### src/rtl/mem_wb_stage_pkg.sv
// mem_wb_stage_pkg: shared pipeline types and defaults for the memory stage
// (FSM encoding, MEM/WB control struct, latched request controls)
package mem_wb_stage_pkg;
  localparam int DW_DEF = 32;
  localparam int RW_DEF = 5;
  typedef enum logic {
    S_IDLE = 1'b0,
    S_WAIT = 1'b1
  } mem_state_t;
  typedef struct packed {
    logic valid;
    logic regwr;
  } wb_ctl_t;
  typedef struct packed {
    logic we;
    logic memtoreg;
    logic regwr;
  } req_ctl_t;
  function automatic logic is_memop(input logic v, input logic wr, input logic rd);
    return v & (wr | rd);
  endfunction
endpackage

### src/rtl/mem_wb_stage_if.sv
// mem_wb_stage_if: EX/MEM inputs, data-memory req/ack bus and MEM/WB outputs of the memory stage
// MEM_ALIGN_CHECK_EN adds the align_err pulse
interface mem_wb_stage_if import mem_wb_stage_pkg::*; #(
  parameter int DW = DW_DEF,
  parameter int RW = RW_DEF
);
  logic          ex_valid;
  logic          MemWr;
  logic          MemtoReg;
  logic          Regwr;
  logic          Branch;
  logic          Jump;
  logic          zero;
  logic [DW-1:0] ALUout;
  logic [DW-1:0] busB;
  logic [RW-1:0] Rd_data;
  logic          PCSrc;
  logic          stall;
  logic          dmem_req;
  logic          dmem_we;
  logic [DW-1:0] dmem_addr;
  logic [DW-1:0] dmem_wdata;
  logic          dmem_ack;
  logic [DW-1:0] dmem_rdata;
  logic          wb_valid;
  logic          wb_Regwr;
  logic [RW-1:0] wb_Rw;
  logic [DW-1:0] wb_data;
  logic          bus_err;
`ifdef MEM_ALIGN_CHECK_EN
  logic          align_err;
`endif
  modport master (
`ifdef MEM_ALIGN_CHECK_EN
    output align_err,
`endif
    input  ex_valid, MemWr, MemtoReg, Regwr, Branch, Jump, zero, ALUout, busB, Rd_data,
    input  dmem_ack, dmem_rdata,
    output PCSrc, stall, dmem_req, dmem_we, dmem_addr, dmem_wdata,
    output wb_valid, wb_Regwr, wb_Rw, wb_data, bus_err
  );
  modport slave (
`ifdef MEM_ALIGN_CHECK_EN
    input  align_err,
`endif
    output ex_valid, MemWr, MemtoReg, Regwr, Branch, Jump, zero, ALUout, busB, Rd_data,
    output dmem_ack, dmem_rdata,
    input  PCSrc, stall, dmem_req, dmem_we, dmem_addr, dmem_wdata,
    input  wb_valid, wb_Regwr, wb_Rw, wb_data, bus_err
  );
endinterface

### src/rtl/mem_timeout_ctr.sv
// mem_timeout_ctr: counts WAIT cycles and flags the last one allowed before a bus timeout
module mem_timeout_ctr #(
  parameter int TIMEOUT = 16
) (
  input  logic CLK,
  input  logic Resetn,
  input  logic i_clr,
  input  logic i_en,
  output logic o_expire
);
  localparam int CW = $clog2(TIMEOUT + 1);
  logic [CW-1:0] r_cnt;
  always_ff @(posedge CLK) begin
    if (!Resetn || i_clr) r_cnt <= '0;
    else if (i_en) r_cnt <= r_cnt + CW'(1);
  end
  assign o_expire = i_en & (r_cnt == CW'(TIMEOUT - 1));
endmodule

### src/rtl/mem_wb_stage.sv
// mem_wb_stage: pipeline memory stage with req/ack data access, stall, redirect and MEM/WB register
// MEM_ALIGN_CHECK_EN rejects misaligned accesses with an align_err pulse instead of zeroing addr[1:0]
module mem_wb_stage import mem_wb_stage_pkg::*; #(
  parameter int DW      = DW_DEF,
  parameter int RW      = RW_DEF,
  parameter int TIMEOUT = 16
) (
  input logic            CLK,
  input logic            Resetn,
  mem_wb_stage_if.master bus
);
  mem_state_t    r_state, w_state_nxt;
  req_ctl_t      r_ctl;
  logic [DW-1:0] r_addr, r_wdata;
  logic [RW-1:0] r_rd;
  wb_ctl_t       r_wb, w_wb_nxt;
  logic [RW-1:0] r_wb_rw, w_wb_rw_nxt;
  logic [DW-1:0] r_wb_data, w_wb_data_nxt;
  logic          r_bus_err;
  logic          w_memop, w_misalign, w_idle, w_wait;
  logic          w_accept, w_pass, w_done, w_expire, w_timeout;

  assign w_idle    = r_state == S_IDLE;
  assign w_wait    = r_state == S_WAIT;
  assign w_memop   = is_memop(bus.ex_valid, bus.MemWr, bus.MemtoReg);
  assign w_accept  = w_idle & w_memop & ~w_misalign;
  assign w_pass    = w_idle & ~w_memop;
  assign w_done    = w_wait & bus.dmem_ack;
  assign w_timeout = w_wait & ~bus.dmem_ack & w_expire;

`ifdef MEM_ALIGN_CHECK_EN
  logic r_align_err;
  assign w_misalign = w_memop & (bus.ALUout[1:0] != 2'b00);
  always_ff @(posedge CLK) begin
    if (!Resetn) r_align_err <= 1'b0;
    else r_align_err <= w_idle & w_misalign;
  end
  assign bus.align_err = r_align_err;
`else
  assign w_misalign = 1'b0;
`endif

  mem_timeout_ctr #(.TIMEOUT(TIMEOUT)) u_ctr (
    .CLK     (CLK),
    .Resetn  (Resetn),
    .i_clr   (w_accept),
    .i_en    (w_wait),
    .o_expire(w_expire)
  );

  // ack takes priority over an expiring counter in the same cycle
  always_comb begin
    w_state_nxt   = r_state;
    w_wb_nxt      = '0;
    w_wb_rw_nxt   = r_wb_rw;
    w_wb_data_nxt = r_wb_data;
    if (w_accept) w_state_nxt = S_WAIT;
    else if (w_done || w_timeout) w_state_nxt = S_IDLE;
    if (w_pass) begin
      w_wb_nxt      = '{valid: bus.ex_valid, regwr: bus.ex_valid & bus.Regwr};
      w_wb_rw_nxt   = bus.Rd_data;
      w_wb_data_nxt = bus.ALUout;
    end else if (w_done) begin
      w_wb_nxt      = '{valid: 1'b1, regwr: r_ctl.regwr & ~r_ctl.we};
      w_wb_rw_nxt   = r_rd;
      w_wb_data_nxt = r_ctl.memtoreg ? bus.dmem_rdata : r_addr;
    end
  end

  always_ff @(posedge CLK) begin
    if (!Resetn) begin
      r_state   <= S_IDLE;
      r_ctl     <= '0;
      r_addr    <= '0;
      r_wdata   <= '0;
      r_rd      <= '0;
      r_wb      <= '0;
      r_wb_rw   <= '0;
      r_wb_data <= '0;
      r_bus_err <= 1'b0;
    end else begin
      r_state   <= w_state_nxt;
      r_wb      <= w_wb_nxt;
      r_wb_rw   <= w_wb_rw_nxt;
      r_wb_data <= w_wb_data_nxt;
      r_bus_err <= w_timeout;
      if (w_accept) begin
        r_ctl   <= '{we: bus.MemWr, memtoreg: bus.MemtoReg, regwr: bus.Regwr};
        r_addr  <= bus.ALUout;
        r_wdata <= bus.busB;
        r_rd    <= bus.Rd_data;
      end
    end
  end

  assign bus.PCSrc      = bus.ex_valid & ((bus.Branch & bus.zero) | bus.Jump);
  assign bus.stall      = w_accept | (w_wait & ~bus.dmem_ack);
  assign bus.dmem_req   = w_wait;
  assign bus.dmem_we    = r_ctl.we;
  assign bus.dmem_addr  = {r_addr[DW-1:2], 2'b00};
  assign bus.dmem_wdata = r_wdata;
  assign bus.wb_valid   = r_wb.valid;
  assign bus.wb_Regwr   = r_wb.regwr;
  assign bus.wb_Rw      = r_wb_rw;
  assign bus.wb_data    = r_wb_data;
  assign bus.bus_err    = r_bus_err;
endmodule
### src/flat_wrapper.sv
// flat-port wrapper written by rule: the top's interface ports become plain ports
module mem_wb_stage_flat import mem_wb_stage_pkg::*;
#(
  parameter int DW      = DW_DEF,
  parameter int RW      = RW_DEF,
  parameter int TIMEOUT = 16
)
  (CLK, Resetn, bus_ex_valid, bus_MemWr, bus_MemtoReg, bus_Regwr, bus_Branch, bus_Jump, bus_zero, bus_ALUout, bus_busB, bus_Rd_data, bus_dmem_ack, bus_dmem_rdata, bus_PCSrc, bus_stall, bus_dmem_req, bus_dmem_we, bus_dmem_addr, bus_dmem_wdata, bus_wb_valid, bus_wb_Regwr, bus_wb_Rw, bus_wb_data, bus_bus_err);
  mem_wb_stage_if #(.DW(DW), .RW(RW)) bus_i ();
  input logic CLK;
  input logic Resetn;
  input wire logic [$bits(bus_i.ex_valid)-1:0] bus_ex_valid;
  input wire logic [$bits(bus_i.MemWr)-1:0] bus_MemWr;
  input wire logic [$bits(bus_i.MemtoReg)-1:0] bus_MemtoReg;
  input wire logic [$bits(bus_i.Regwr)-1:0] bus_Regwr;
  input wire logic [$bits(bus_i.Branch)-1:0] bus_Branch;
  input wire logic [$bits(bus_i.Jump)-1:0] bus_Jump;
  input wire logic [$bits(bus_i.zero)-1:0] bus_zero;
  input wire logic [$bits(bus_i.ALUout)-1:0] bus_ALUout;
  input wire logic [$bits(bus_i.busB)-1:0] bus_busB;
  input wire logic [$bits(bus_i.Rd_data)-1:0] bus_Rd_data;
  input wire logic [$bits(bus_i.dmem_ack)-1:0] bus_dmem_ack;
  input wire logic [$bits(bus_i.dmem_rdata)-1:0] bus_dmem_rdata;
  output wire logic [$bits(bus_i.PCSrc)-1:0] bus_PCSrc;
  output wire logic [$bits(bus_i.stall)-1:0] bus_stall;
  output wire logic [$bits(bus_i.dmem_req)-1:0] bus_dmem_req;
  output wire logic [$bits(bus_i.dmem_we)-1:0] bus_dmem_we;
  output wire logic [$bits(bus_i.dmem_addr)-1:0] bus_dmem_addr;
  output wire logic [$bits(bus_i.dmem_wdata)-1:0] bus_dmem_wdata;
  output wire logic [$bits(bus_i.wb_valid)-1:0] bus_wb_valid;
  output wire logic [$bits(bus_i.wb_Regwr)-1:0] bus_wb_Regwr;
  output wire logic [$bits(bus_i.wb_Rw)-1:0] bus_wb_Rw;
  output wire logic [$bits(bus_i.wb_data)-1:0] bus_wb_data;
  output wire logic [$bits(bus_i.bus_err)-1:0] bus_bus_err;
  assign bus_i.ex_valid = bus_ex_valid;
  assign bus_i.MemWr = bus_MemWr;
  assign bus_i.MemtoReg = bus_MemtoReg;
  assign bus_i.Regwr = bus_Regwr;
  assign bus_i.Branch = bus_Branch;
  assign bus_i.Jump = bus_Jump;
  assign bus_i.zero = bus_zero;
  assign bus_i.ALUout = bus_ALUout;
  assign bus_i.busB = bus_busB;
  assign bus_i.Rd_data = bus_Rd_data;
  assign bus_i.dmem_ack = bus_dmem_ack;
  assign bus_i.dmem_rdata = bus_dmem_rdata;
  assign bus_PCSrc = bus_i.PCSrc;
  assign bus_stall = bus_i.stall;
  assign bus_dmem_req = bus_i.dmem_req;
  assign bus_dmem_we = bus_i.dmem_we;
  assign bus_dmem_addr = bus_i.dmem_addr;
  assign bus_dmem_wdata = bus_i.dmem_wdata;
  assign bus_wb_valid = bus_i.wb_valid;
  assign bus_wb_Regwr = bus_i.wb_Regwr;
  assign bus_wb_Rw = bus_i.wb_Rw;
  assign bus_wb_data = bus_i.wb_data;
  assign bus_bus_err = bus_i.bus_err;
  mem_wb_stage #(.DW(DW), .RW(RW), .TIMEOUT(TIMEOUT)) u_core (.CLK(CLK), .Resetn(Resetn), .bus(bus_i));
endmodule
### config.mk
export PLATFORM = sky130hd
export DESIGN_NAME = mem_wb_stage_flat
export DESIGN_NICKNAME = d
export VERILOG_FILES = /design/src/rtl/mem_wb_stage_pkg.sv /design/src/rtl/mem_wb_stage_if.sv /design/src/rtl/mem_timeout_ctr.sv /design/src/rtl/mem_wb_stage.sv /design/src/flat_wrapper.sv
export SDC_FILE = /design/constraint.sdc
export NUM_CORES = 1
export LEC_CHECK = 0
export CORE_AREA = 3 3 108 84
export CTS_CLUSTER_DIAMETER = 80
export DETAILED_ROUTE_END_ITERATION = 12
export DIE_AREA = 0 0 111 87
export DONT_BUFFER_PORTS = 1
export PLACE_DENSITY = 0.85
export SYNTH_ARGS = -nofsm -noshare
export SYNTH_HDL_FRONTEND = slang
export SYNTH_SLANG_ARGS = --single-unit
### constraint.sdc
create_clock -name CLK -period 2.15 [get_ports CLK]
set_clock_uncertainty 0.15 [all_clocks]
set_input_delay 0.43 -clock CLK [delete_from_list [all_inputs] [get_ports CLK]]
set_output_delay 0.43 -clock CLK [all_outputs]
set_load 0.02 [all_outputs]
## Word-level counts from Yosys, hierarchy flattened

Index checks and enable logic that the tools add are counted.
Widths: inputs -> output; s select.

| storage, ports and cells | value |
|---|---|
| input bits | 111 |
| register bits | 118 |
| logic and storage cells | 47 |

| cells by class | value |
|---|---|
| bitwise gates (word level) | 18 |
| eq/ne operators | 1 |
| reductions and logical operators | 5 |
| multiplexer cells | 9 |
| $add $sub $neg | 1 |

Operators by type and width:

| kind | number |
|---|---|
| $mux 32 | 3 |
| $and 1x1->1 | 11 |
| $mux 5 | 2 |
| $add 5x1->5 const B | 1 |
| $eq 5x4->1 const B | 1 |
| $mux 2 | 2 |
| $not 1->1 | 4 |
| $reduce_bool 2->1 | 2 |
| $or 1x1->1 | 3 |
| $logic_or 1x1->1 | 2 |
| $mux 1 | 2 |
| $logic_not 1->1 | 1 |

## Logic depth before layout (Yosys ltp)

| depth | value |
|---|---|
| depth in word-level cells | 6 |
| mapped depth | 7 |

## Modules after synthesis

Synthesis repeated with hierarchy kept, for this count alone.

| unflattened totals | value |
|---|---|
| cell total of the unflattened synthesis | 555 |
| area, all modules | 5222.5 µm² |

By module, submodules not included:

| module | cells each | area each (µm²) | times used |
|---|---|---|---|
| mem_wb_stage | 530 | 4977.3 | 1 |
| mem_timeout_ctr | 25 | 245.2 | 1 |

## Worst setup path before layout

Ideal clock, no wire load.

| timing path | value |
|---|---|
| path type | reg-to-reg |
| start point | register u_core.r_state, in the netlist u_core.bus.dmem_req |
| end point | register u_core.r_wb_data[10], in the netlist u_core.bus.wb_data[10] |
| stages on the path, launching flop included | 8 |
| arrival | 1.435 ns |
| path buffers | 3 |
| path slack | 0.440 ns |
| path through | dfxtp_1 > buf_6 > inv_4 > mux2i_1 > buf_4 > buf_6 > a222oi_1 > nor2b_1 |

| between the ends | value |
|---|---|
| word-level cells in the longest chain between the ends | 3 |
| elaborated cells between the ends (all ways) | 5 |
| those cells by class | mux (1); bitwise (3); reduce/logical (1) |

Ends and longest elaborated chain:

| element | RTL line | RTL |
|---|---|---|
| from (decl) | mem_wb_stage.sv:12 | `mem_state_t r_state, w_state_nxt;` |
| from (signal assigned) | mem_wb_stage.sv:82 | `r_state <= w_state_nxt;` |
| $not 1->1 | mem_wb_stage.sv:23 | `assign w_idle = r_state == S_IDLE;` |
| $and 1x1->1 | mem_wb_stage.sv:27 | `assign w_pass = w_idle & ~w_memop;` |
| $mux 32 or $reduce_bool 2->1 (tied branches) | -- |  |
| to (signal assigned) | mem_wb_stage.sv:85 | `r_wb_data <= w_wb_data_nxt;` |
| to (decl) | mem_wb_stage.sv:18 | `logic [DW-1:0] r_wb_data, w_wb_data_nxt;` |

Parallel ways exist; a longest one is shown, timed or not.
A chain may end at the register's enable or synchronous reset.

## Worst setup path after layout

| timing path | value |
|---|---|
| start point | register u_core.r_state, in the netlist u_core.bus.dmem_req |
| end point | output port bus_stall |

| between the ends | value |
|---|---|
| word-level cells in the longest chain between the ends | 3 |
| elaborated cells between the ends (all ways) | 4 |
| those cells by class | bitwise (4) |

Ends and longest elaborated chain:

| element | RTL line | RTL |
|---|---|---|
| $not 1->1 | mem_wb_stage.sv:23 |  |
| $and 1x1->1 | mem_wb_stage.sv:26 | `assign w_accept = w_idle & w_memop & ~w_misalign;` |
| $or 1x1->1 (*) | mem_wb_stage.sv:97 | `assign bus.stall = w_accept \| (w_wait & ~bus.dmem_ack);` |
| to (decl) | flat_wrapper.sv:25 | `output wire logic [$bits(bus_i.stall)-1:0] bus_stall;` |

Mark *: on every way between the ends. The rest lies on a longest branch, timed or not.

==> results.md <==
- Fillers: 421
- Grt peak-use layer: met2
- Drt wl/cell: 21.3 µm
- Global route total overflow: 0
- Crit path DAT: 1.47 ns
- Final hold vios: 0
- Startpoint types: register
- Post-synth top area share: 0.464
- Later-pin clock latency in the skew report: 0.50 ns
- Status: completed
- Ys Warns: 0
- Clk pwr share: 0.476
- Relative slew slack: 0.539
- Final period util: 0.954
- Critical Path Max Stage Delay: 0.37 ns
- Area Overhead vs Synth: 24.9%
- Max H-tree Level: 4
- Vias in the first global route: 4458
- HPWL after DPL: 8.50 mm
- Via density: 6.12
- Crit end category: output port
- Slew @ Worst Pin: 0.690 ns
- DRT iter0 DRCs: 587
- Most frequent cells in the layout: nand2_1 (147), dfxtp_1 (118), dlygate4sd3_1 (80), a21boi_1 (72), nor2b_1 (39)
- Seq/Total Area, Yosys: 0.464
- Sw frac: 0.268
- Fin. max-slew vios: 0
- # DRC: 0
- Placed cells: 595
- Worst vdd ir: 0.641 mV
- Top cells by area, synth: dfxtp_1 (46%), nand2_1 (11%), a21boi_1 (11%)
- Power Internal: 0.00453 W
- Pleak: 2.50 nW
- Yosys top cell by area: dfxtp_1
- Cts bufs inserted: 17
- Largest net degree at the start of global routing: 108
- I/O Buffers: 0
- TritonCTS Sinks: 118
- Crit-path cells: inv_4, mux2i_4, buf_6
- Total GRT Usage: 0.307
- Post-Syn Instances: 552
- Synthesis-stage register bit count: 118
- # setup viols final: 0
- M2 GR Usage: 0.556
- Most common cell after layout, fill and taps aside: nand2_1
- First-pass GRT wire length: 23.6 mm
- Core ar.: 0.00795 mm²
- Root Driver: clkbuf_8
- Pwr/cell area: 975 mW/mm²
- Slowest-stage cell, CP: dfxtp_1
- Crit path kind: reg -> out
- RSZ-0062 raised after global routing: no
- Drt pass-1 iters: 6
- Setup ws final: 0.0982 ns
- Detail Route Antenna Nets: 0
- Fraction of layout cells with a size suffix above 1: 0.0846
- GRT met1 Usage: 0.332
- Io pins: 219
- Initial Util: 0.640
- FP Rows: 28
- Initial antenna violation count: 0
- Setup TNS: 0 ns
- Crit Path Max Fanout: 18
- Critical path required time: 1.57 ns
- Multi-input logic area: 0.00229 mm²
- Cell variety after synth: 30
- Post-Layout Cell Count: 709
- Syn_area_per_cell: 9.22 µm²
- Seq pwr share: 0.418
- Postcts setup bufs: 0
- Die Area: 0.00966 mm²
- Logic gate share of total power: 0.106
- Longest Clk Path Bufs: 2
- Sequential Area: 0.00236 mm²
- Max-cap violations: 0
- P_sw: 0.00166 W
- Fmax: 487 MHz
- CTS tree: built
- GRT met3 Usage: 0.118
- Reg clk slew, reported paths: 0.06 ns
- Place WS: 0.254 ns
- Die Wd: 111 µm
- Die height: 87 µm
- Min-Delay Path Class: in -> reg
- Nets: 703
- Post-Syn Area: 0.00509 mm²
- Gp weighted congestion: 0.863
- Final min period: 2.05 ns
- Via Count: 4342
- Post-Route WL: 15.1 mm
worst paths after layout:
| path | startpoint | to | slack [ns] | cells past startpoint |
|---|---|---|---|---|
| hold / removal | bus_ALUout[30] | u_core.bus.wb_data[30] | 0.02 | 2 |
| setup reg to reg | u_core.bus.dmem_req | u_core.r_rd[0] | 0.14 | 4 |
| setup / recovery | u_core.bus.dmem_req | bus_stall | 0.1 | 3 |
| hold reg to reg | u_core.r_rd[3] | u_core.r_rd[3] | 0.31 | 2 |
sequential cells by signal (all words and copies together), names as in the netlist:
| register | count |
|---|---|
| u_core.bus.bus_err | 1 |
| u_core.bus.dmem_req | 1 |
| u_core.bus.dmem_wdata | 32 |
| u_core.bus.dmem_we | 1 |
| u_core.bus.wb_Regwr | 1 |
| u_core.bus.wb_Rw | 5 |
| u_core.bus.wb_data | 32 |
| u_core.bus.wb_valid | 1 |
| u_core.r_addr | 32 |
| u_core.r_ctl | 2 |
| u_core.r_rd | 5 |
| u_core.u_ctr.r_cnt | 5 |
cell type report:
| class | count | share of cell area |
|---|---|---|
| Timing Repair Buffer | 94 | 0.148 |
| Inverter | 2 | 0.00157 |
| Tap cell | 105 | 0.0207 |
| Sequential cell | 118 | 0.372 |
| Clock buffer | 18 | 0.0657 |
| Multi-Input combinational cell | 357 | 0.360 |
| Clock inverter | 14 | 0.0315 |
| Antenna cell | 1 | 0.000394 |
Yosys cell counts:
| cell type | count |
|---|---|
| nand4_1 | 1 |
| and3_1 | 1 |
| buf_2 | 17 |
| nor2_2 | 1 |
| nand3_1 | 1 |
| conb_1 | 1 |
| a211oi_1 | 1 |
| nand3b_1 | 1 |
| dfxtp_1 | 118 |
| ha_1 | 2 |
| mux2_1 | 32 |
| mux2i_1 | 2 |
| inv_4 | 1 |
| inv_1 | 1 |
| clkbuf_1 | 23 |
| nand2b_1 | 1 |
| nand2_1 | 147 |
| xor2_1 | 2 |
| a21boi_1 | 73 |
| nor2_1 | 5 |
| buf_4 | 33 |
| o21a_1 | 1 |
| a21oi_1 | 2 |
| and2_1 | 2 |
| nor3_1 | 2 |
| a222oi_1 | 37 |
| o21ai_2 | 1 |
| nor2b_1 | 39 |
| buf_6 | 3 |
| xnor2_1 | 1 |
timing repair:
item,CTS,global route
resized for setup,0,2
endpoints found under the setup margin,0,2
hold buffers,81,0
endpoints found under the hold margin,113,0
power groups by stage:
stage	Clock, W	Sequential, W	Combinational, W
2_1_floorplan	0	0.00255	0.000495
3_3_place_gp	0	0.00262	0.000444
3_5_place_dp	0	0.00263	0.000471
4_1_cts	0.00296	0.00258	0.000628
5_1_grt	0.00306	0.00260	0.000714
6_report	0.00295	0.00259	0.000658
critical path: cells and delay by family, from the launching register on:
kind | cells | cell delay [ns]
flops | 1 | 0.37
buf+inv | 2 | 0.35
mux | 1 | 0.24
cells by family (layout without fill, tap and decap cells):
family / Yosys count / count (layout) / share of synthesized area
AND/OR/NAND/NOR: 201 / 201 / 0.172
flip-flops: 118 / 118 / 0.464
AO/OA/AOI/OAI: 115 / 115 / 0.187
buffers and inverters: 78 / 128 / 0.0910
multiplexers: 34 / 34 / 0.0748
XOR/XNOR: 3 / 3 / 0.00517
adder cells (fa/ha/maj): 2 / 2 / 0.00492
other: 1 / 3 / 0.000737
stage by stage:
stage,hold WS (ns),instance area [µm²],utilization,power [W]
after global placement,0.287,4900,0.616,0.00306
after floorplan,0.281,5090,-,0.00304
final,0.0205,6360,0.799,0.00620
after detailed placement,0.297,4900,0.616,0.00310
after CTS,0.00171,6350,0.798,0.00617
after global routing,0.0131,6350,0.799,0.00638
per-layer routing:
metal  share of wire  vias to the layer above
met4           0.024                        0
li1                -                     1951
met3            0.11                       40
met5               0                        -
met1            0.37                     2045
met2            0.50                      306
Note: power is estimated with default switching activity, not from simulation.
==> edit 1 (same flow settings) <==
Set the package constant `RW_DEF` to 6 (it was 5).
--- a/src/rtl/mem_wb_stage_pkg.sv
+++ b/src/rtl/mem_wb_stage_pkg.sv
@@ -4,3 +4,3 @@
   localparam int DW_DEF = 32;
-  localparam int RW_DEF = 5;
+  localparam int RW_DEF = 6;
   typedef enum logic {
Ports: changed (resized bus_Rd_data and bus_wb_Rw); port bits go from 219 to 221. The function was not compared with the original's and may differ.
==> edit 1 against the unedited design <==
Highest routed layer unchanged. Register-to-register slack gained 0.14 ns. Sequential cell count grew 2. Setup slack worse by 0.011 ns. Final cell count increased by 0.56%. Count of clock-buffer cells in the layout up 4. Area after synthesis rose by 1.6%. Clock power fell by 6%. Maximum frequency shrank 0.55%. Power fell by 2.3%. Routed wire length rose by 2.1%. Cell area barely moved. Non-clock buffer count shrank 1. Combinational power up 0.6%.
==> edit 1: results (changes against the unedited design) <==
| Metric | Value |
|---|---|
| Status | `finished clean` |
| Slowest-stage cell, CP | `dfxtp_2` |
| Final hold slack | `0.112 ns (+0.0913 ns)` |
| Proportion of synthesized chip area in sequential cells | `46.5% (about the same)` |
| Gpl congestion | `0.827 (-4.2%)` |
| Vias | `4438 (+2.2%)` |
| Met3 GRT Util | `12.2% (+0.35 points)` |
| DRT iter0 DRCs | `544 (-7.3%)` |
| GRT met1 Usage | `31.8% (-1.4 points)` |
| Overall Global Routing Usage | `31.8% (+1.1 points)` |
| Inserted Diodes | `0 (-1)` |
| Dominant cells by area after synthesis | `dfxtp_1 (46%), nand2_1 (11%), a21boi_0 (11%)` |
| Total wire length | `15.4 mm (+2.1%)` |
| Actual slew at the worst max-slew pin | `0.492 ns (-0.198 ns)` |
| R2R depth | `6 (+2)` |
| Crit-path max FO | `11 (-7)` |
| Number of global-route vias before repair | `4671 (+4.8%)` |
| Crit-path leading delay family | `buffers and inverters` |
| DP HPWL | `8.77 mm (+3.1%)` |
| Peak VDD IR | `0.000868 V (+35%)` |
| R2R Path End | `u_core.bus.bus_err` |
| Final worst slack | `0.0868 ns (-0.0114 ns)` |
| Hold Path Sink | `u_core.bus.wb_data[0]` |
| Mapped Avg Cell Area | `9.20 µm² (-0.21%)` |
| Share of post-route cells with drive strength above 1 | `13.2% (+4.7 points)` |
| Setup slack, reg-to-reg | `0.28 ns (+0.14 ns)` |
| First-pass GRT wire length | `24.1 mm (+2.1%)` |
| Dpl cells | `604 (+1.5%)` |
| Hold Path Origin | `bus_dmem_rdata[0]` |
| Largest net degree at the start of global routing | `115 (+6.5%)` |
| DP Area | `4980 µm² (+1.7%)` |
| R2r startpoint | `u_core.u_ctr.r_cnt[0]` |
| Post-synth cell types | `29 (-3.3%)` |
[edit 1: cell types whose count changed after synthesis, moves of 2 or more]
| cell | unedited run | this run |
|---|---|---|
| clkbuf_1 | 23 | 20 |
| buf_2 | 17 | 24 |
| nand2_1 | 147 | 149 |
| mux2_2 | 0 | 32 |
| dfxtp_1 | 118 | 120 |
| a21boi_0 | 0 | 74 |
| mux2_1 | 32 | 0 |
| a21boi_1 | 73 | 0 |
[edit 1: per-layer routing]
layer / up-vias / share of wire [%] / wire length, µm
met5: - / 0 / 0
met2: 291 / 52 / 8020
met1: 2128 / 34 / 5300
met3: 50 / 10 / 1540
met4: 0 / 3.4 / 531
li1: 1969 / - / -
[edit 1: final cells by class]
class / instances / area (µm²)
sequential: 120 / 2400
multi-input combinational: 362 / 2310
fill: 449 / 1600
timing repair buffer: 93 / 923
clock buffer: 22 / 443
tap: 105 / 131
clock inverter: 9 / 125
inverter: 2 / 10.0
[edit 1: timing repair]
item                       4_1_cts  5_1_grt
resized for setup                0        1
hold buffers                    78        0
setup endpoints to repair        0        1
buffers inserted                 0        0
hold endpoints to repair       115        0
[edit 1: cell families (layout without fill, tap and decap cells)]
group | count (synthesis) | count (layout) | synth area share (%)
other | 1 | 2 | 0.0726
AO/OA/AOI/OAI | 117 | 117 | 18.7
multiplexers | 34 | 34 | 7.36
AND/OR/NAND/NOR | 204 | 204 | 17.1
flip-flops | 120 | 120 | 46.5
adder cells (fa/ha/maj) | 2 | 2 | 0.484
buffers and inverters | 81 | 126 | 9.27
XOR/XNOR | 3 | 3 | 0.508
[edit 1: report_power, final]
group,internal [mW],switching [mW],leakage (nW),total [mW]
combinational,0.315,0.347,1.16,0.662
sequential,2.37,0.265,0.985,2.63
clock,1.78,0.979,0.275,2.76
total,4.46,1.59,2.42,6.05
==> edit 2 (same settings) <==
Without the edit above. `r_wb_data` no longer has a reset.
--- a/src/rtl/mem_wb_stage.sv
+++ b/src/rtl/mem_wb_stage.sv
@@ -78,3 +78,2 @@
       r_wb_rw   <= '0;
-      r_wb_data <= '0;
       r_bus_err <= 1'b0;
@@ -84,3 +83,2 @@
       r_wb_rw   <= w_wb_rw_nxt;
-      r_wb_data <= w_wb_data_nxt;
       r_bus_err <= w_timeout;
@@ -93,2 +91,6 @@
     end
+  end
+
+  always_ff @(posedge CLK) begin
+    r_wb_data <= w_wb_data_nxt;
   end
Behaviour: not the same (Yosys sat finds a counterexample within 4 cycles, from zero or initial values and one cycle with Resetn low).
==> edit 2 against the unedited design <==
Area after synthesis rose by 0.64%. Power fell by 3.7%. Critical path depth did not move. Routed wire length fell by 10%. Cell area fell by 0.45%. Setup slack improved by 0.050 ns. Sequential cell count did not move. Sequential share of layout area rose by 5.3 points.
==> edit 2: results (changes against the unedited design) <==
| Metric | Value |
|---|---|
| Most frequent cells after synthesis | `nand2_1 (179), dfxtp_1 (86), buf_4 (40)` |
| Proportion of synthesized chip area in sequential cells | `52.4% (+6.0 points)` |
| Post-CTS Resized | `0 (unchanged)` |
| Gpl congestion | `0.815 (-5.5%)` |
| Overall Global Routing Usage | `27.4% (-3.3 points)` |
| Worst-path clk slew | `0.06 ns (about the same)` |
| Data arrival, critical path | `1.42 ns (-0.05 ns)` |
| Number of synthesis warnings | `0 (unchanged)` |
| Clock Tree Buf Depth | `2 (unchanged)` |
| 1st-pass router iterations | `6 (unchanged)` |
| Slowest-stage cell, CP | `dfxtp_1` |
| Largest net degree at the start of global routing | `82 (-24%)` |
| Post-CTS setup buffers | `0 (unchanged)` |
| Clk_lat worst skew | `0.50 ns (about the same)` |
| Peak VDD IR | `0.000671 V (+4.6%)` |
| Root buf cell | `clkbuf_8` |
| Main synth FF type | `dfxtp_1` |
| Nets | `699 (-0.57%)` |
| Asr flop ratio synth | `0% (unchanged)` |
| R2r startpoint | `u_core.u_ctr.r_cnt[0]` |
| Total wire length | `13.5 mm (-10%)` |
| Core area | `7950 µm² (unchanged)` |
| Number of global-route vias before repair | `4108 (-7.9%)` |
| First-pass GRT wire length | `20.8 mm (-12%)` |
| Worst hold path stage count | `2 (unchanged)` |
| Status | `finished clean` |
| Post-synth cell types | `33 (+10%)` |
| DRT iter0 DRCs | `362 (-38%)` |
| Critical path startpoint | `u_core.bus.dmem_req` |
| Initial antenna violation count | `2 (+2)` |
| Hold Path Origin | `Resetn` |
| Leak pwr | `2.34 nW (-6.3%)` |
| PortBufs | `0 (unchanged)` |
| Share of post-route cells with drive strength above 1 | `8.18% (-0.28 points)` |
| R2R depth | `6 (+2)` |
| Vias per cell | `5.78 (-5.7%)` |
| Post-synth EDFFs | `32 (+32)` |
| DP HPWL | `8.11 mm (-4.6%)` |
| Dominant cells by area after synthesis | `dfxtp_1 (34%), edfxtp_1 (19%), nand2_1 (13%)` |
| Crit-path max FO | `6 (-12)` |
| HP Class | `input port to register` |
| CP max stage delay | `0.32 ns (-0.05 ns)` |
[edit 2: changes by cell type after synthesis, sizes merged, moves of 4 or more]
cell / unedited run / this run
dfxtp: 118 / 86
a222oi: 37 / 5
edfxtp: 0 / 32
nand2: 147 / 179
clkbuf: 23 / 19
o21ai: 1 / 34
mux2i: 2 / 34
nor2b: 39 / 7
mux2: 32 / 0
[edit 2: logic make-up after synthesis]
family	synth area share [%]
and+or+nand+nor	15.6
DFF	52.4
AOI/OAI and AO/OA	15.4
buffers and inverters	8.80
muxes	6.72
xor gates and xnor gates	0.513
adders and majority gates	0.489
other	0.0732
[edit 2: worst paths after layout]
path | slack [ns] | end
setup / recovery | 0.15 | bus_stall
hold / removal | 0.02 | u_core.u_ctr.r_cnt[0]
setup reg to reg | 0.29 | u_core.bus.bus_err
hold reg to reg | 0.31 | u_core.r_rd[0]
[edit 2: stage by stage]
| stage | std cells | cell area (µm²) | power (mW) | hold slack, ns | setup WS, ns |
|---|---|---|---|---|---|
| after floorplan | 548 | 5140 | 3.21 | 0.284 | 0.00184 |
| after global placement | 595 | 4990 | 3.25 | 0.291 | 0.413 |
| after detailed placement | 595 | 4990 | 3.28 | 0.296 | 0.366 |
| after CTS | 703 | 6310 | 5.97 | 0.00145 | 0.125 |
| after global routing | 706 | 6330 | 6.18 | 0.00593 | 0.0757 |
| final | 706 | 6330 | 5.97 | 0.0245 | 0.148 |
[edit 2: area by class of cell]
| cell class | instances | area (µm²) |
|---|---|---|
| sequential | 118 | 2680 |
| multi-input combinational | 357 | 2000 |
| fill | 476 | 1630 |
| timing repair buffer | 89 | 941 |
| clock buffer | 25 | 507 |
| tap | 105 | 131 |
| clock inverter | 7 | 41.3 |
| inverter | 3 | 15.0 |
| antenna | 2 | 5.00 |
[edit 2: critical path, delay by kind of cell (launching register included)]
family                 cells  cell delay, ns
muxes                      1            0.27
buffers and inverters      2            0.34
DFF                        1            0.32
[edit 2: layer usage]
layer | global-route usage [%] | vias up | wire (µm) | share of wire (%)
met4 | 15.2 | 0 | 424 | 3.1
met2 | 46.5 | 265 | 6810 | 50
met3 | 11.8 | 42 | 1350 | 10
li1 | - | 1879 | - | -
met5 | 0 | - | 0 | 0
met1 | 29.1 | 1892 | 4950 | 37
[edit 2: what timing repair did]
item / in CTS / in global routing
hold endpoints to repair: 110 / 1
hold buffers: 76 / 1
endpoints found under the setup margin: 0 / 0
[edit 2: where the power goes]
part	leakage, nW	internal, mW	switching, mW
logic	1.04	0.280	0.330
registers	1.04	2.49	0.310
clock network	0.269	1.61	0.956
